## config.mk

```make
export PLATFORM = sky130hd
export DESIGN_NAME = sodor_mem_arbiter_flat
export DESIGN_NICKNAME = d
export VERILOG_FILES = /design/src/rtl/sodor_mem_arbiter_if.sv /design/src/rtl/sodor_mem_arbiter.sv /design/src/flat_wrapper.sv
export SDC_FILE = /design/constraint.sdc
export NUM_CORES = 1
export LEC_CHECK = 0
export ABC_AREA = 1
export CAP_MARGIN = 30
export CORE_MARGIN = 5
export CORE_UTILIZATION = 50
export CTS_BUF_LIST = sky130_fd_sc_hd__clkbuf_8
export DETAILED_ROUTE_END_ITERATION = 16
export DONT_BUFFER_PORTS = 1
export GPL_TIMING_DRIVEN = 0
export HOLD_SLACK_MARGIN = 0.1
export RECOVER_POWER = 100
export SLEW_MARGIN = 25
export SYNTH_ARGS = -nofsm -noshare
export SYNTH_HDL_FRONTEND = slang
export SYNTH_SLANG_ARGS = --single-unit
```

## constraint.sdc

```tcl
create_clock -name clk -period 4.55 [get_ports clk]
set_input_delay 0.6825 -clock clk [delete_from_list [all_inputs] [get_ports clk]]
set_output_delay 0.6825 -clock clk [all_outputs]
set_load 0.01 [all_outputs]
```

## src/rtl/sodor_mem_arbiter_if.sv

```systemverilog
// Bundle of the fetch, data and backing-memory handshakes around sodor_mem_arbiter.
// The slave modport is the arbiter's view; master is the core plus memory model side.
interface sodor_mem_arbiter_if #(
    parameter int ADDR_W = 32,
    parameter int DATA_W = 32
);
    logic              if_req_valid;
    logic [ADDR_W-1:0] if_req_addr;
    logic              if_req_ready;
    logic              if_resp_valid;
    logic [DATA_W-1:0] if_resp_data;

    logic              d_req_valid;
    logic [ADDR_W-1:0] d_req_addr;
    logic [DATA_W-1:0] d_req_wdata;
    logic              d_req_wen;
    logic              d_req_ready;
    logic              d_resp_valid;
    logic [DATA_W-1:0] d_resp_data;

    logic              mem_req_valid;
    logic [ADDR_W-1:0] mem_req_addr;
    logic [DATA_W-1:0] mem_req_wdata;
    logic              mem_req_wen;
    logic              mem_resp_valid;
    logic [DATA_W-1:0] mem_resp_data;

    logic              timeout_err;

    modport slave (
        input  if_req_valid, if_req_addr,
        output if_req_ready, if_resp_valid, if_resp_data,
        input  d_req_valid, d_req_addr, d_req_wdata, d_req_wen,
        output d_req_ready, d_resp_valid, d_resp_data,
        output mem_req_valid, mem_req_addr, mem_req_wdata, mem_req_wen,
        input  mem_resp_valid, mem_resp_data,
        output timeout_err
    );

    modport master (
        output if_req_valid, if_req_addr,
        input  if_req_ready, if_resp_valid, if_resp_data,
        output d_req_valid, d_req_addr, d_req_wdata, d_req_wen,
        input  d_req_ready, d_resp_valid, d_resp_data,
        input  mem_req_valid, mem_req_addr, mem_req_wdata, mem_req_wen,
        output mem_resp_valid, mem_resp_data,
        input  timeout_err
    );
endinterface

```

## src/rtl/sodor_mem_arbiter.sv

```systemverilog
// Shares one variable-latency backing memory between Sodor fetch and data ports,
// one transaction in flight, data-first with a fetch starvation guard and a response timeout.
module sodor_mem_arbiter #(
    parameter int ADDR_W     = 32,
    parameter int DATA_W     = 32,
    parameter int STARVE_MAX = 4,
    parameter int TIMEOUT    = 64
) (
    input logic                clk,
    input logic                rst_n,
    sodor_mem_arbiter_if.slave bus
);
    localparam int SW = $clog2(STARVE_MAX + 1);
    localparam int WW = $clog2(TIMEOUT);
    localparam logic [SW-1:0]     STARVE_LIM = SW'(STARVE_MAX);
    localparam logic [WW-1:0]     WAIT_LAST  = WW'(TIMEOUT - 1);
    localparam logic [DATA_W-1:0] NOP_INSN   = DATA_W'(32'h0000_0013);

    typedef enum logic {ST_IDLE, ST_WAIT} state_t;
    typedef enum logic {OWN_IF, OWN_D} owner_t;

    state_t            state;
    state_t            state_next;
    owner_t            owner;
    logic [SW-1:0]     starve_cnt;
    logic [WW-1:0]     wait_cnt;
    logic [ADDR_W-1:0] req_addr;
    logic [DATA_W-1:0] req_wdata;
    logic              req_wen;
    logic              req_pulse;
    logic              if_rv;
    logic [DATA_W-1:0] if_rd;
    logic              d_rv;
    logic [DATA_W-1:0] d_rd;
    logic              err;
    logic              grant_if;
    logic              grant_d;
    logic              done;
    logic              timed_out;

    always_ff @(posedge clk or negedge rst_n) begin
        if (!rst_n) state <= ST_IDLE;
        else        state <= state_next;
    end

    // Readies are gated by rst_n so every output reads 0 while reset is held.
    always_comb begin
        state_next = state;
        grant_if   = 1'b0;
        grant_d    = 1'b0;
        done       = 1'b0;
        timed_out  = 1'b0;
        case (state)
            ST_IDLE: begin
                if (rst_n && bus.if_req_valid && (!bus.d_req_valid || starve_cnt == STARVE_LIM))
                    grant_if = 1'b1;
                else if (rst_n && bus.d_req_valid)
                    grant_d = 1'b1;
                if (grant_if || grant_d) state_next = ST_WAIT;
            end
            ST_WAIT: begin
                if (bus.mem_resp_valid) begin
                    done = 1'b1;
                end else if (wait_cnt == WAIT_LAST) begin
                    done      = 1'b1;
                    timed_out = 1'b1;
                end
                if (done) state_next = ST_IDLE;
            end
            default: state_next = ST_IDLE;
        endcase
    end

    // A response is accepted in any WAIT cycle, including the one carrying mem_req_valid.
    always_ff @(posedge clk or negedge rst_n) begin
        if (!rst_n) begin
            owner      <= OWN_IF;
            starve_cnt <= '0;
            wait_cnt   <= '0;
            req_addr   <= '0;
            req_wdata  <= '0;
            req_wen    <= 1'b0;
            req_pulse  <= 1'b0;
            if_rv      <= 1'b0;
            if_rd      <= '0;
            d_rv       <= 1'b0;
            d_rd       <= '0;
            err        <= 1'b0;
        end else begin
            req_pulse <= 1'b0;
            if_rv     <= 1'b0;
            d_rv      <= 1'b0;
            if (grant_if) begin
                owner      <= OWN_IF;
                req_addr   <= bus.if_req_addr;
                req_wdata  <= '0;
                req_wen    <= 1'b0;
                req_pulse  <= 1'b1;
                wait_cnt   <= '0;
                starve_cnt <= '0;
            end else if (grant_d) begin
                owner     <= OWN_D;
                req_addr  <= bus.d_req_addr;
                req_wdata <= bus.d_req_wdata;
                req_wen   <= bus.d_req_wen;
                req_pulse <= 1'b1;
                wait_cnt  <= '0;
                if (bus.if_req_valid && starve_cnt != STARVE_LIM)
                    starve_cnt <= starve_cnt + SW'(1);
            end
            if (state == ST_WAIT && !done) wait_cnt <= wait_cnt + WW'(1);
            if (done) begin
                if (owner == OWN_IF) begin
                    if_rv <= 1'b1;
                    if_rd <= timed_out ? NOP_INSN : bus.mem_resp_data;
                end else begin
                    d_rv <= 1'b1;
                    d_rd <= (timed_out || req_wen) ? '0 : bus.mem_resp_data;
                end
                if (timed_out) err <= 1'b1;
            end
        end
    end

    assign bus.if_req_ready  = grant_if;
    assign bus.d_req_ready   = grant_d;
    assign bus.mem_req_valid = req_pulse;
    assign bus.mem_req_addr  = req_addr;
    assign bus.mem_req_wdata = req_wdata;
    assign bus.mem_req_wen   = req_wen;
    assign bus.if_resp_valid = if_rv;
    assign bus.if_resp_data  = if_rd;
    assign bus.d_resp_valid  = d_rv;
    assign bus.d_resp_data   = d_rd;
    assign bus.timeout_err   = err;
endmodule

```

## src/flat_wrapper.sv

```systemverilog
// flat-port wrapper written by rule: the top's interface ports become plain ports
module sodor_mem_arbiter_flat 
#(
    parameter int ADDR_W     = 32,
    parameter int DATA_W     = 32,
    parameter int STARVE_MAX = 4,
    parameter int TIMEOUT    = 64
)
  (clk, rst_n, bus_if_req_valid, bus_if_req_addr, bus_if_req_ready, bus_if_resp_valid, bus_if_resp_data, bus_d_req_valid, bus_d_req_addr, bus_d_req_wdata, bus_d_req_wen, bus_d_req_ready, bus_d_resp_valid, bus_d_resp_data, bus_mem_req_valid, bus_mem_req_addr, bus_mem_req_wdata, bus_mem_req_wen, bus_mem_resp_valid, bus_mem_resp_data, bus_timeout_err);
  sodor_mem_arbiter_if #(.ADDR_W(ADDR_W), .DATA_W(DATA_W)) bus_i ();
  input logic clk;
  input logic rst_n;
  input wire logic [$bits(bus_i.if_req_valid)-1:0] bus_if_req_valid;
  input wire logic [$bits(bus_i.if_req_addr)-1:0] bus_if_req_addr;
  output wire logic [$bits(bus_i.if_req_ready)-1:0] bus_if_req_ready;
  output wire logic [$bits(bus_i.if_resp_valid)-1:0] bus_if_resp_valid;
  output wire logic [$bits(bus_i.if_resp_data)-1:0] bus_if_resp_data;
  input wire logic [$bits(bus_i.d_req_valid)-1:0] bus_d_req_valid;
  input wire logic [$bits(bus_i.d_req_addr)-1:0] bus_d_req_addr;
  input wire logic [$bits(bus_i.d_req_wdata)-1:0] bus_d_req_wdata;
  input wire logic [$bits(bus_i.d_req_wen)-1:0] bus_d_req_wen;
  output wire logic [$bits(bus_i.d_req_ready)-1:0] bus_d_req_ready;
  output wire logic [$bits(bus_i.d_resp_valid)-1:0] bus_d_resp_valid;
  output wire logic [$bits(bus_i.d_resp_data)-1:0] bus_d_resp_data;
  output wire logic [$bits(bus_i.mem_req_valid)-1:0] bus_mem_req_valid;
  output wire logic [$bits(bus_i.mem_req_addr)-1:0] bus_mem_req_addr;
  output wire logic [$bits(bus_i.mem_req_wdata)-1:0] bus_mem_req_wdata;
  output wire logic [$bits(bus_i.mem_req_wen)-1:0] bus_mem_req_wen;
  input wire logic [$bits(bus_i.mem_resp_valid)-1:0] bus_mem_resp_valid;
  input wire logic [$bits(bus_i.mem_resp_data)-1:0] bus_mem_resp_data;
  output wire logic [$bits(bus_i.timeout_err)-1:0] bus_timeout_err;
  assign bus_i.if_req_valid = bus_if_req_valid;
  assign bus_i.if_req_addr = bus_if_req_addr;
  assign bus_if_req_ready = bus_i.if_req_ready;
  assign bus_if_resp_valid = bus_i.if_resp_valid;
  assign bus_if_resp_data = bus_i.if_resp_data;
  assign bus_i.d_req_valid = bus_d_req_valid;
  assign bus_i.d_req_addr = bus_d_req_addr;
  assign bus_i.d_req_wdata = bus_d_req_wdata;
  assign bus_i.d_req_wen = bus_d_req_wen;
  assign bus_d_req_ready = bus_i.d_req_ready;
  assign bus_d_resp_valid = bus_i.d_resp_valid;
  assign bus_d_resp_data = bus_i.d_resp_data;
  assign bus_mem_req_valid = bus_i.mem_req_valid;
  assign bus_mem_req_addr = bus_i.mem_req_addr;
  assign bus_mem_req_wdata = bus_i.mem_req_wdata;
  assign bus_mem_req_wen = bus_i.mem_req_wen;
  assign bus_i.mem_resp_valid = bus_mem_resp_valid;
  assign bus_i.mem_resp_data = bus_mem_resp_data;
  assign bus_timeout_err = bus_i.timeout_err;
  sodor_mem_arbiter #(.ADDR_W(ADDR_W), .DATA_W(DATA_W), .STARVE_MAX(STARVE_MAX), .TIMEOUT(TIMEOUT)) u_core (.clk(clk), .rst_n(rst_n), .bus(bus_i));
endmodule
```

==> results.yml, run 1 <==
status:
  status: "complete, no violations"
worst_setup_path:
  crit_path_cell_chain: "inv_1 -> ha_1 -> nand2_1 -> a21oi_2 -> nor2_1 -> buf_2"
  worst_path_largest_cell_delay_ns: 0.39
  path_delay_family: "simple AND/OR/NAND/NOR gates"
  reg2reg_depth: 8
  worstSetupPathDepth: 6
  critical_path_required_ns: 3.87
  cp_num_buf_inv: 2
  critPathCaptureType: "output pin"
  critPathArrivalTime_ns: 1.96
  crit_slowest_cell: "sky130_fd_sc_hd__nor2_1"
  worstSetupStartpointType: "flip-flop"
  path_max_fanout: 10
  worstSetupPathType: "flip-flop to output pin"
clocking:
  clk-insertion-delay-late_ns: 0.44
  tritoncts.num_buffers: 17
  cts.htree.levels: 4
  cts_sinks: 144
  cts_tree: "done"
  clock_path_buffers: 2
  path_clk_slew_ns: 0.08
  post_cts_resize_count: 0
  cts_root_buffer: "sky130_fd_sc_hd__clkbuf_8"
run:
  max_capacitance_violation_count: 0
floorplan:
  boundaryPins: 269
  floorplan.die.width_um: 122
  chip_height_um: 122
  die_area_sq_um: 14900
  start_util_pct: 50.4
  core_area_sq_um: 12500
  std_cell_rows: 41
global_route:
  grtUsageTotal_pct: 23.2
  grt_start_max_net_pins: 145
  grt_pass1_vias: 4969
  grt-ovfl-total: 0
  global_route_wire_length_before_repair_mm: 26.5
  grt_antenna_before_repair: 0
power:
  proportion_of_total_power_due_to_net_switching_pct: 36.3
  pwr-share-clk_pct: 28.1
  netSwitchingPower_uw: 1470
  static-leakage-power_uw: 0.00373
  seqPwrFrac_pct: 56.3
  power_per_cell_area_nw_per_um2: 587
  total_power_uw: 4040
  worst_voltage_drop_across_the_vdd_grid_v: 0.000234
  combPwrFrac_pct: 15.6
  p_int_uw: 2580
layout:
  final_util_pct: 55.2
  final_design_area_no_fill_sq_um: 6890
  antenna_diodes: 0
  area_delta_synth_final_pct: 9.66
  final_layout_size_suffix_gt1_share_pct: 6.53
  fill_count: 1235
  design.final.nets: 905
synth:
  synth.lib_cells_used.distinct: 26
  synthXorXnorAreaFrac_pct: 0.139
  yosys.area_share.simple_pct: 21.1
  synth_area_leader_cell: "sky130_fd_sc_hd__dfrtp_1"
  main_combinational_cell_family_by_area_after_synthesis: "simple AND/OR/NAND/NOR gates"
  synth_fa_ha_area_share_pct: 0.598
  ys_top_cells_by_area: "sky130_fd_sc_hd__dfrtp_1, sky130_fd_sc_hd__nand2_1, sky130_fd_sc_hd__o21ai_1, sky130_fd_sc_hd__inv_1, sky130_fd_sc_hd__nand3_1"
  synth.yosys.seq_area_share_pct: 57.4
  syn-cell-area_sq_um: 6280
  synth.cells.most_frequent: "sky130_fd_sc_hd__nand2_1, sky130_fd_sc_hd__dfrtp_1, sky130_fd_sc_hd__o21ai_1, sky130_fd_sc_hd__inv_1, sky130_fd_sc_hd__nand3_1"
  synth_area_in_compound_gates_pct: 11.7
  postSynthRegisterBits: 144
  yosysWarnings: 0
  dominant_cell_by_count_in_the_synthesized_netlist: "sky130_fd_sc_hd__nand2_1"
  postSynth.topFlopCell: "sky130_fd_sc_hd__dfrtp_1"
  yosys.area.top_type_share_pct: 57.4
  count_of_flip_flops_with_a_built_in_enable_after_synthesis: 0
  syn-mean-instance-area_sq_um: 8.40
  syn_inst: 748
  yosys-mux-area-fraction_pct: 0
  synth-async-reset-ratio_pct: 100
  synth_fp_nets: 885
hold_path:
  worstHoldPathType: "input port to async pin"
placed_design:
  place_congestion: 0.825
  dp_hpwl_mm: 13.0
  placement.cell_area_sq_um: 6490
  place_ws_ns: 2.38
  io_buffer_count: 0
sta:
  rsz0062_at_grt: "no"
  finalCritPeriodShare_pct: 58.0
  finalClockSkew_ns: 0.0120
  report.final.hold_viol_count: 0
  min_period_ns: 2.64
  final-max-slew-violation-count: 0
  final.setup.worst_slack_ns: 1.91
  setup_violations: 0
  totalNegativeSetupSlack_ns: 0
  timing.max_slew.rel_slack_pct: 53.9
  max_freq_mhz: 379
  tightestPinTransition_ns: 0.692
drt:
  viasPerCell: 5.13
  first_pass_iters: 5
  routed_wl_mm: 17.2
  detail-route-antenna-nets: 0
  drtIter0Drc: 315
  vias: 4893
  drc: 0
  detail_route.wl_per_cell_um: 18.0
==> placed cells by master, fill, tap and decap left out, types with 2 or more instances in the layout <==
| master | count |
|---|---|
| sky130_fd_sc_hd__nand2_1 | 276 |
| sky130_fd_sc_hd__dfrtp_1 | 144 |
| sky130_fd_sc_hd__o21ai_0 | 122 |
| sky130_fd_sc_hd__inv_1 | 84 |
| sky130_fd_sc_hd__nand3_1 | 43 |
| sky130_fd_sc_hd__clkbuf_1 | 29 |
| sky130_fd_sc_hd__clkbuf_8 | 18 |
| sky130_fd_sc_hd__buf_2 | 11 |
| sky130_fd_sc_hd__o21ai_1 | 11 |
| sky130_fd_sc_hd__nor2_1 | 9 |
| sky130_fd_sc_hd__inv_6 | 5 |
| sky130_fd_sc_hd__clkinvlp_4 | 4 |
| sky130_fd_sc_hd__bufinv_16 | 4 |
| sky130_fd_sc_hd__a21oi_1 | 3 |
| sky130_fd_sc_hd__ha_1 | 3 |
| sky130_fd_sc_hd__buf_6 | 2 |
| sky130_fd_sc_hd__o21ai_2 | 2 |
==> cell families (layout without fill, tap and decap cells) <==
| kind of cell | Yosys count | after routing |
|---|---|---|
| simple gates | 330 | 330 |
| xor+xnor | 1 | 1 |
| buf+inv | 128 | 161 |
| flops | 144 | 144 |
| fa+ha+maj | 3 | 3 |
| compound gates | 142 | 142 |
==> worst reg2reg max path, stage by stage (launching register included) <==
cell and delay, ns:
sky130_fd_sc_hd__dfrtp_1 0.42, sky130_fd_sc_hd__inv_1 0.12, sky130_fd_sc_hd__nand3_1 0.13, sky130_fd_sc_hd__nand2_1 0.22, sky130_fd_sc_hd__inv_1 0.20, sky130_fd_sc_hd__clkbuf_1 0.51
sky130_fd_sc_hd__clkbuf_1 0.41, sky130_fd_sc_hd__nand2_1 0.10, sky130_fd_sc_hd__nand2_1 0.08
==> state kept, by name, indices dropped and copies added, names as in the netlist <==
register,cells
u_core.bus.d_resp_data,32
u_core.bus.mem_req_valid,1
u_core.bus.d_resp_valid,1
u_core.bus.if_resp_data,32
u_core.starve_cnt,3
u_core.state,1
u_core.bus.if_resp_valid,1
u_core.owner,1
u_core.bus.mem_req_wdata,32
u_core.bus.mem_req_addr,32
u_core.bus.mem_req_wen,1
u_core.bus.timeout_err,1
u_core.wait_cnt,6
==> layer usage <==
metal / vias up / routed length [um] / global-route usage, %
li1: 2378 / - / -
met1: 2318 / 6440 / 26.3
met2: 187 / 8600 / 39.1
met3: 10 / 2020 / 10.7
met4: 0 / 126 / 7.35
met5: - / 0 / 0
==> power groups by stage <==
stage                     Sequential (uW)  Clock, uW  Combinational (uW)
final                                2280       1140                 629
after global routing                 2340       1210                 757
after CTS                            2290       1160                 701
after detailed placement             2310          0                 674
after global placement               2300          0                 635
after floorplan                      2160          0                 543
==> what timing repair did <==
item / CTS / global route
buffers inserted: 0 / 0
endpoints found under the setup margin: 0 / 0
endpoints found under the hold margin: 144 / 0
hold buffers: 1 / 0
==> stage by stage <==
stage                     cells  hold slack (ns)
final                       953            0.255
after global placement      920            0.390
after CTS                   953            0.254
after floorplan             748            0.387
after global routing        953            0.282
after detailed placement    920            0.391
==> area by class of cell <==
class,count,area [sq um],area share [%]
Buffer,43,190,2.76
Inverter,85,319,4.63
Sequential cell,144,3600,52.3
Tap cell,172,215,3.12
Clock inverter,14,203,2.94
Clock buffer,18,248,3.60
Timing Repair Buffer,1,27.5,0.400
Multi-Input combinational cell,476,2080,30.2
==> final timing paths <==
check	slack, ns	startpoint	end
max in group asynchronous	3.80	rst_n	u_core.bus.mem_req_addr[23]
max reg2reg	2.31	u_core.state	u_core.bus.mem_req_wdata[16]
min	0.26	rst_n	u_core.wait_cnt[2]
min reg2reg	0.54	u_core.wait_cnt[0]	u_core.wait_cnt[0]
min in group clk	0.35	bus_d_req_wdata[13]	u_core.bus.mem_req_wdata[13]
max	1.91	u_core.starve_cnt[0]	bus_d_req_ready
No activity file was read; power rests on OpenSTA's default activity.
==> run 2, diff against run 1 <==
- PLACE_DENSITY: default -> 0.68
- clock period: 4.55 -> 2.27 ns (I/O delays scaled with it)
==> run 2 against run 1 <==
  * The run now ends with hold timing left
  * Setup slack worse by 1.9 ns
  * Via count up 17%
  * Combinational power rose to 2.5 times the previous value
  * Hold slack worse by 0.66 ns
  * Total power up 100%
  * Count of clock-buffer cells in the layout up 1
==> results.yml, run 2 (same netlist as run 1, synthesis figures left out) <==
floorplan:
  die_area_sq_um: 14900
  chip_height_um: 122
  boundaryPins: 269
  start_util_pct: 50.4
  core_area_sq_um: 12500
  floorplan.die.width_um: 122
  std_cell_rows: 41
sta:
  report.final.hold_viol_count: 144
  max_freq_mhz: 443
  min_period_ns: 2.26
  fin_hold_ws_ns: -0.402
  rsz0062_at_grt: "yes"
  finalCritPeriodShare_pct: 99.4
  timing.max_slew.rel_slack_pct: 62.1
  setup_violations: 0
  tightestPinTransition_ns: 0.569
  finalClockSkew_ns: 0.0117
  final-max-slew-violation-count: 0
layout:
  multi_input_area_sq_um: 2090
  area_delta_synth_final_pct: 28.2
  layoutNonFillerInstCount: 1073
  design.final.nets: 1024
  fill_count: 961
  layout_common_cells: "sky130_fd_sc_hd__nand2_1, sky130_fd_sc_hd__dfrtp_1, sky130_fd_sc_hd__dlygate4sd3_1"
  final_common_cell: "sky130_fd_sc_hd__nand2_1"
  final_layout_size_suffix_gt1_share_pct: 8.11
  regArea_sq_um: 3600
  final_util_pct: 64.6
  final_design_area_no_fill_sq_um: 8050
placed_design:
  dp_hpwl_mm: 12.6
  place_congestion: 0.778
  placed_cells_incl_taps: 920
  placement.cell_area_sq_um: 6490
  io_buffer_count: 0
worst_setup_path:
  worstSetupPathType: "flip-flop to flip-flop"
  critical_path_required_ns: 2.65
  worstSetupStartpointType: "flip-flop"
  path_max_fanout: 10
  critPathArrivalTime_ns: 2.63
  critPathCaptureType: "flip-flop"
drt:
  drc: 0
  routed_wl_mm: 19.1
  detail-route-antenna-nets: 0
  vias: 5708
  first_pass_iters: 5
  detail_route.wl_per_cell_um: 17.8
  viasPerCell: 5.32
  drtIter0Drc: 401
power:
  power_per_cell_area_nw_per_um2: 1010
  static-leakage-power_uw: 0.00426
  worst_voltage_drop_across_the_vdd_grid_v: 0.000441
clocking:
  clock_path_buffers: 2
  cts_tree: "done"
  cts_root_buffer: "sky130_fd_sc_hd__clkbuf_8"
  clk-insertion-delay-late_ns: 0.44
  cts_sinks: 144
  path_clk_slew_ns: 0.09
  post-cts-setup-buffer-count: 0
  cts.htree.levels: 4
  cts-hold-fix-buffers: 120
  tritoncts.num_buffers: 17
global_route:
  grt_start_max_net_pins: 147
  grtUsageTotal_pct: 25.9
  grt-ovfl-total: 0
  grt_antenna_before_repair: 1
  global_route_wire_length_before_repair_mm: 30.2
  grt_pass1_vias: 6037
hold_path:
  worstHoldPathType: "input port to async pin"
status:
  violated_checks: "hold timing"
  status: "finished with violations"
run:
  max_capacitance_violation_count: 0
==> run 2: cell count changes in the layout (fill, tap and decap cells not counted), moves of 3 or more <==
cell and delta:
sky130_fd_sc_hd__bufinv_16 -3, sky130_fd_sc_hd__clkbuf_1 -17, sky130_fd_sc_hd__clkinvlp_4 -3, sky130_fd_sc_hd__dlygate4sd3_1 +120, sky130_fd_sc_hd__clkbuf_2 +8, sky130_fd_sc_hd__clkinv_4 +4
sky130_fd_sc_hd__o21ai_1 +21, sky130_fd_sc_hd__inv_2 +3, sky130_fd_sc_hd__buf_2 +6, sky130_fd_sc_hd__o21ai_0 -21
==> run 2: through the flow <==
step                      worst slack, ns  total power, uW  setup TNS, ns
after floorplan                     0.805             5410              0
after global placement              0.543             5860              0
after detailed placement            0.491             5970              0
after CTS                          0.0170             8220              0
after global routing              -0.0951             8630         -0.554
final                              0.0128             8130              0
==> run 2: repair_timing <==
| item | in CTS | in global routing |
|---|---|---|
| resized for setup | 0 | 14 |
| endpoints found under the setup margin | 0 | 19 |
| endpoints found under the hold margin | 276 | 144 |
==> run 2: where the power goes <==
part	switching, uW	internal (uW)
Combinational	852	738
Clock	1020	946
Sequential	1150	3430
Total	3020	5120
==> run 2: worst max-delay path, stage by stage, from the launching register on <==
cell,delay (ns)
sky130_fd_sc_hd__dfrtp_1,0.39
sky130_fd_sc_hd__inv_1,0.09
sky130_fd_sc_hd__ha_1,0.15
sky130_fd_sc_hd__nand2_1,0.08
sky130_fd_sc_hd__a21oi_2,0.20
sky130_fd_sc_hd__nand2_1,0.17
sky130_fd_sc_hd__buf_2,0.23
sky130_fd_sc_hd__nand2_1,0.09
sky130_fd_sc_hd__inv_1,0.05
sky130_fd_sc_hd__o21ai_1,0.15
sky130_fd_sc_hd__dlygate4sd3_1,0.59
==> run 2: routing by layer <==
layer / track usage (%) / vias to the layer above / wire (um)
li1: - / 2613 / -
met1: 28.8 / 2690 / 6870
met2: 44.3 / 347 / 9550
met3: 9.38 / 58 / 2040
met4: 12.1 / 0 / 639
met5: 0 / - / 0
==> run 2: worst paths after layout <==
kind	startpoint	end	slack, ns	depth (start not counted)
hold / removal	rst_n	u_core.bus.timeout_err	-0.40	0
setup reg to reg	u_core.starve_cnt[0]	u_core.bus.mem_req_addr[13]	0.01	10
min in group clk	bus_if_req_addr[0]	u_core.bus.mem_req_addr[0]	0.14	2
setup / recovery	u_core.starve_cnt[0]	u_core.bus.mem_req_addr[13]	0.01	10
hold reg to reg	u_core.wait_cnt[0]	u_core.wait_cnt[0]	0.55	1
max in group asynchronous	rst_n	u_core.wait_cnt[1]	2.37	0
==> run 2: final cells by class <==
cell class | instances | share of cell area, %
sequential | 144 | 44.8
multi-input combinational | 476 | 26.0
timing repair buffer | 120 | 14.9
inverter | 85 | 3.96
clock buffer | 19 | 3.25
buffer | 43 | 2.81
tap | 172 | 2.67
clock inverter | 13 | 1.60
antenna | 1 | 0.0311
==> run 3, diff against run 2 <==
- REMOVE_ABC_BUFFERS: default -> 1
==> run 3 against run 2 <==
  * The flow still finishes with violations (hold timing)
  * Sequential power about the same
  * Fmax is 4.0% higher
  * Count of clock-buffer cells in the layout increased by 2
  * Clock power up 4%
  * Final cell count decreased by 4.2%
  * Setup slack improved by 0.086 ns
  * Combinational power fell by 4%
  * Design area decreased by 1.1%
  * Critical path type is now flip-flop to output pin
  * Critical endpoint is now bus_d_req_ready
  * Largest cell class unchanged
  * Highest routed layer unchanged
==> results.yml, run 3 (same netlist as run 1, synthesis figures left out) <==
clocking:
  cts_sinks: 144
  cts-hold-fix-buffers: 116
  clk-insertion-delay-late_ns: 0.45
  cts.htree.levels: 4
  clock_path_buffers: 2
  path_clk_slew_ns: 0.08
  tritoncts.num_buffers: 17
  cts_tree: "done"
  cts_root_buffer: "sky130_fd_sc_hd__clkbuf_8"
power:
  total_power_uw: 8140
  static-leakage-power_uw: 0.00416
  worst_voltage_drop_across_the_vdd_grid_v: 0.000443
  power_per_cell_area_nw_per_um2: 1020
global_route:
  grt-ovfl-total: 0
  grt_antenna_before_repair: 0
  grt_pass1_vias: 5688
  global_route_wire_length_before_repair_mm: 28.2
  grtUsageTotal_pct: 24.1
  grt_start_max_net_pins: 147
layout:
  antenna_diodes: 0
  layout_common_cells: "sky130_fd_sc_hd__nand2_1, sky130_fd_sc_hd__dfrtp_1, sky130_fd_sc_hd__dlygate4sd3_1"
  final_common_cell: "sky130_fd_sc_hd__nand2_1"
  area_delta_synth_final_pct: 26.8
  design.final.nets: 981
  final_layout_size_suffix_gt1_share_pct: 7.01
  fill_count: 975
floorplan:
  core_area_sq_um: 12500
  boundaryPins: 269
  chip_height_um: 122
  floorplan.die.width_um: 122
  start_util_pct: 50.4
  std_cell_rows: 41
  die_area_sq_um: 14900
worst_setup_path:
  worst_path_largest_cell_delay_ns: 0.51
  cp_num_buf_inv: 1
  crit_slowest_cell: "sky130_fd_sc_hd__nor2_4"
  worstSetupPathType: "flip-flop to output pin"
  r2r_slack_ns: 0.19
  critPathCaptureType: "output pin"
  critPathArrivalTime_ns: 1.83
  path_max_fanout: 17
  critical_path_required_ns: 1.93
  crit_path_cell_chain: "inv_2 -> nand3_2 -> nor2_4"
  worstSetupStartpointType: "flip-flop"
  path_delay_family: "simple AND/OR/NAND/NOR gates"
status:
  violated_checks: "hold timing"
  status: "finished with violations"
sta:
  totalNegativeSetupSlack_ns: 0
  min_period_ns: 2.17
  setup_violations: 0
  tightestPinTransition_ns: 0.845
  report.final.hold_viol_count: 144
  finalCritPeriodShare_pct: 95.6
  timing.max_slew.rel_slack_pct: 43.6
  final-max-slew-violation-count: 0
  fin_hold_ws_ns: -0.415
  rsz0062_at_grt: "yes"
  finalClockSkew_ns: 0.0130
  max_freq_mhz: 461
drt:
  drc: 0
  detail-route-antenna-nets: 0
  vias: 5544
  first_pass_iters: 5
  viasPerCell: 5.39
  detail_route.wl_per_cell_um: 17.8
  routed_wl_mm: 18.3
  drtIter0Drc: 424
placed_design:
  io_buffer_count: 0
  dp_hpwl_mm: 10.9
  place_congestion: 0.756
run:
  max_capacitance_violation_count: 0
hold_path:
  worstHoldPathType: "input port to async pin"
[run 3: cell count changes in the layout (fill, tap and decap cells not counted), sizes merged]
cell / change
buf: -20
clkbuf: -18
clkinv: -4
dlygate4sd3: -4
clkinvlp: +2
inv: -2
bufinv: +1
diode: -1
nor2: +1
[run 3: repair_timing]
item                       in CTS  in global routing
cloned                          0                  1
setup endpoints to repair       5                 47
gates resized for setup         5                  5
pin swaps                       0                  2
setup buffers                   0                  0
hold endpoints to repair      274                144
[run 3: path summary, 6_finish.rpt]
kind,startpoint,endpoint,cells past startpoint
setup / recovery,u_core.state,bus_d_req_ready,3
setup reg to reg,u_core.starve_cnt[1],u_core.bus.mem_req_addr[28],8
hold / removal,rst_n,u_core.bus.d_resp_data[0],0
hold reg to reg,u_core.wait_cnt[0],u_core.wait_cnt[0],1
max in group asynchronous,rst_n,u_core.state,0
min in group clk,bus_if_req_addr[14],u_core.bus.mem_req_addr[14],2
[run 3: worst register-to-register path: stages, from the launching register on]
cell	delay [ns]
sky130_fd_sc_hd__dfrtp_1	0.39
sky130_fd_sc_hd__inv_1	0.08
sky130_fd_sc_hd__ha_1	0.16
sky130_fd_sc_hd__nand2_2	0.06
sky130_fd_sc_hd__a21oi_2	0.37
sky130_fd_sc_hd__nand2_2	0.47
sky130_fd_sc_hd__nand2_1	0.27
sky130_fd_sc_hd__inv_1	0.08
sky130_fd_sc_hd__o21ai_1	0.14
[run 3: cell type report]
type,count,area (sq um),area share (%)
inverters,85,319,4.01
clock buffers,21,289,3.63
flip-flops and latches,144,3600,45.3
clock inverters,10,110,1.38
well taps,172,215,2.70
multi-input cells,477,2190,27.5
repair buffers,119,1240,15.5
[run 3: where the power goes]
group          internal (uW)  switching (uW)
registers               3430            1140
clock network           1080             959
logic                    671             852
[run 3: per-layer routing]
layer	GRT usage (%)	part of all wire [%]
met3	10.1	12
met4	11.8	3.0
met1	27.0	36
met5	0	0
met2	39.7	49
[run 3: per-stage QoR]
step	hold WS [ns]	std cells	utilization (%)	cell area, sq um	setup WS [ns]
CTS	-0.457	1027	63.6	7930	-0.0129
finish	-0.415	1028	63.9	7960	0.0988
floorplan	0.0449	705	-	6030	-0.268
detailed placement	0.0487	880	51.0	6360	-0.000614
global route	-0.458	1028	63.9	7960	-0.0295
global placement	0.0484	877	50.1	6240	-0.985
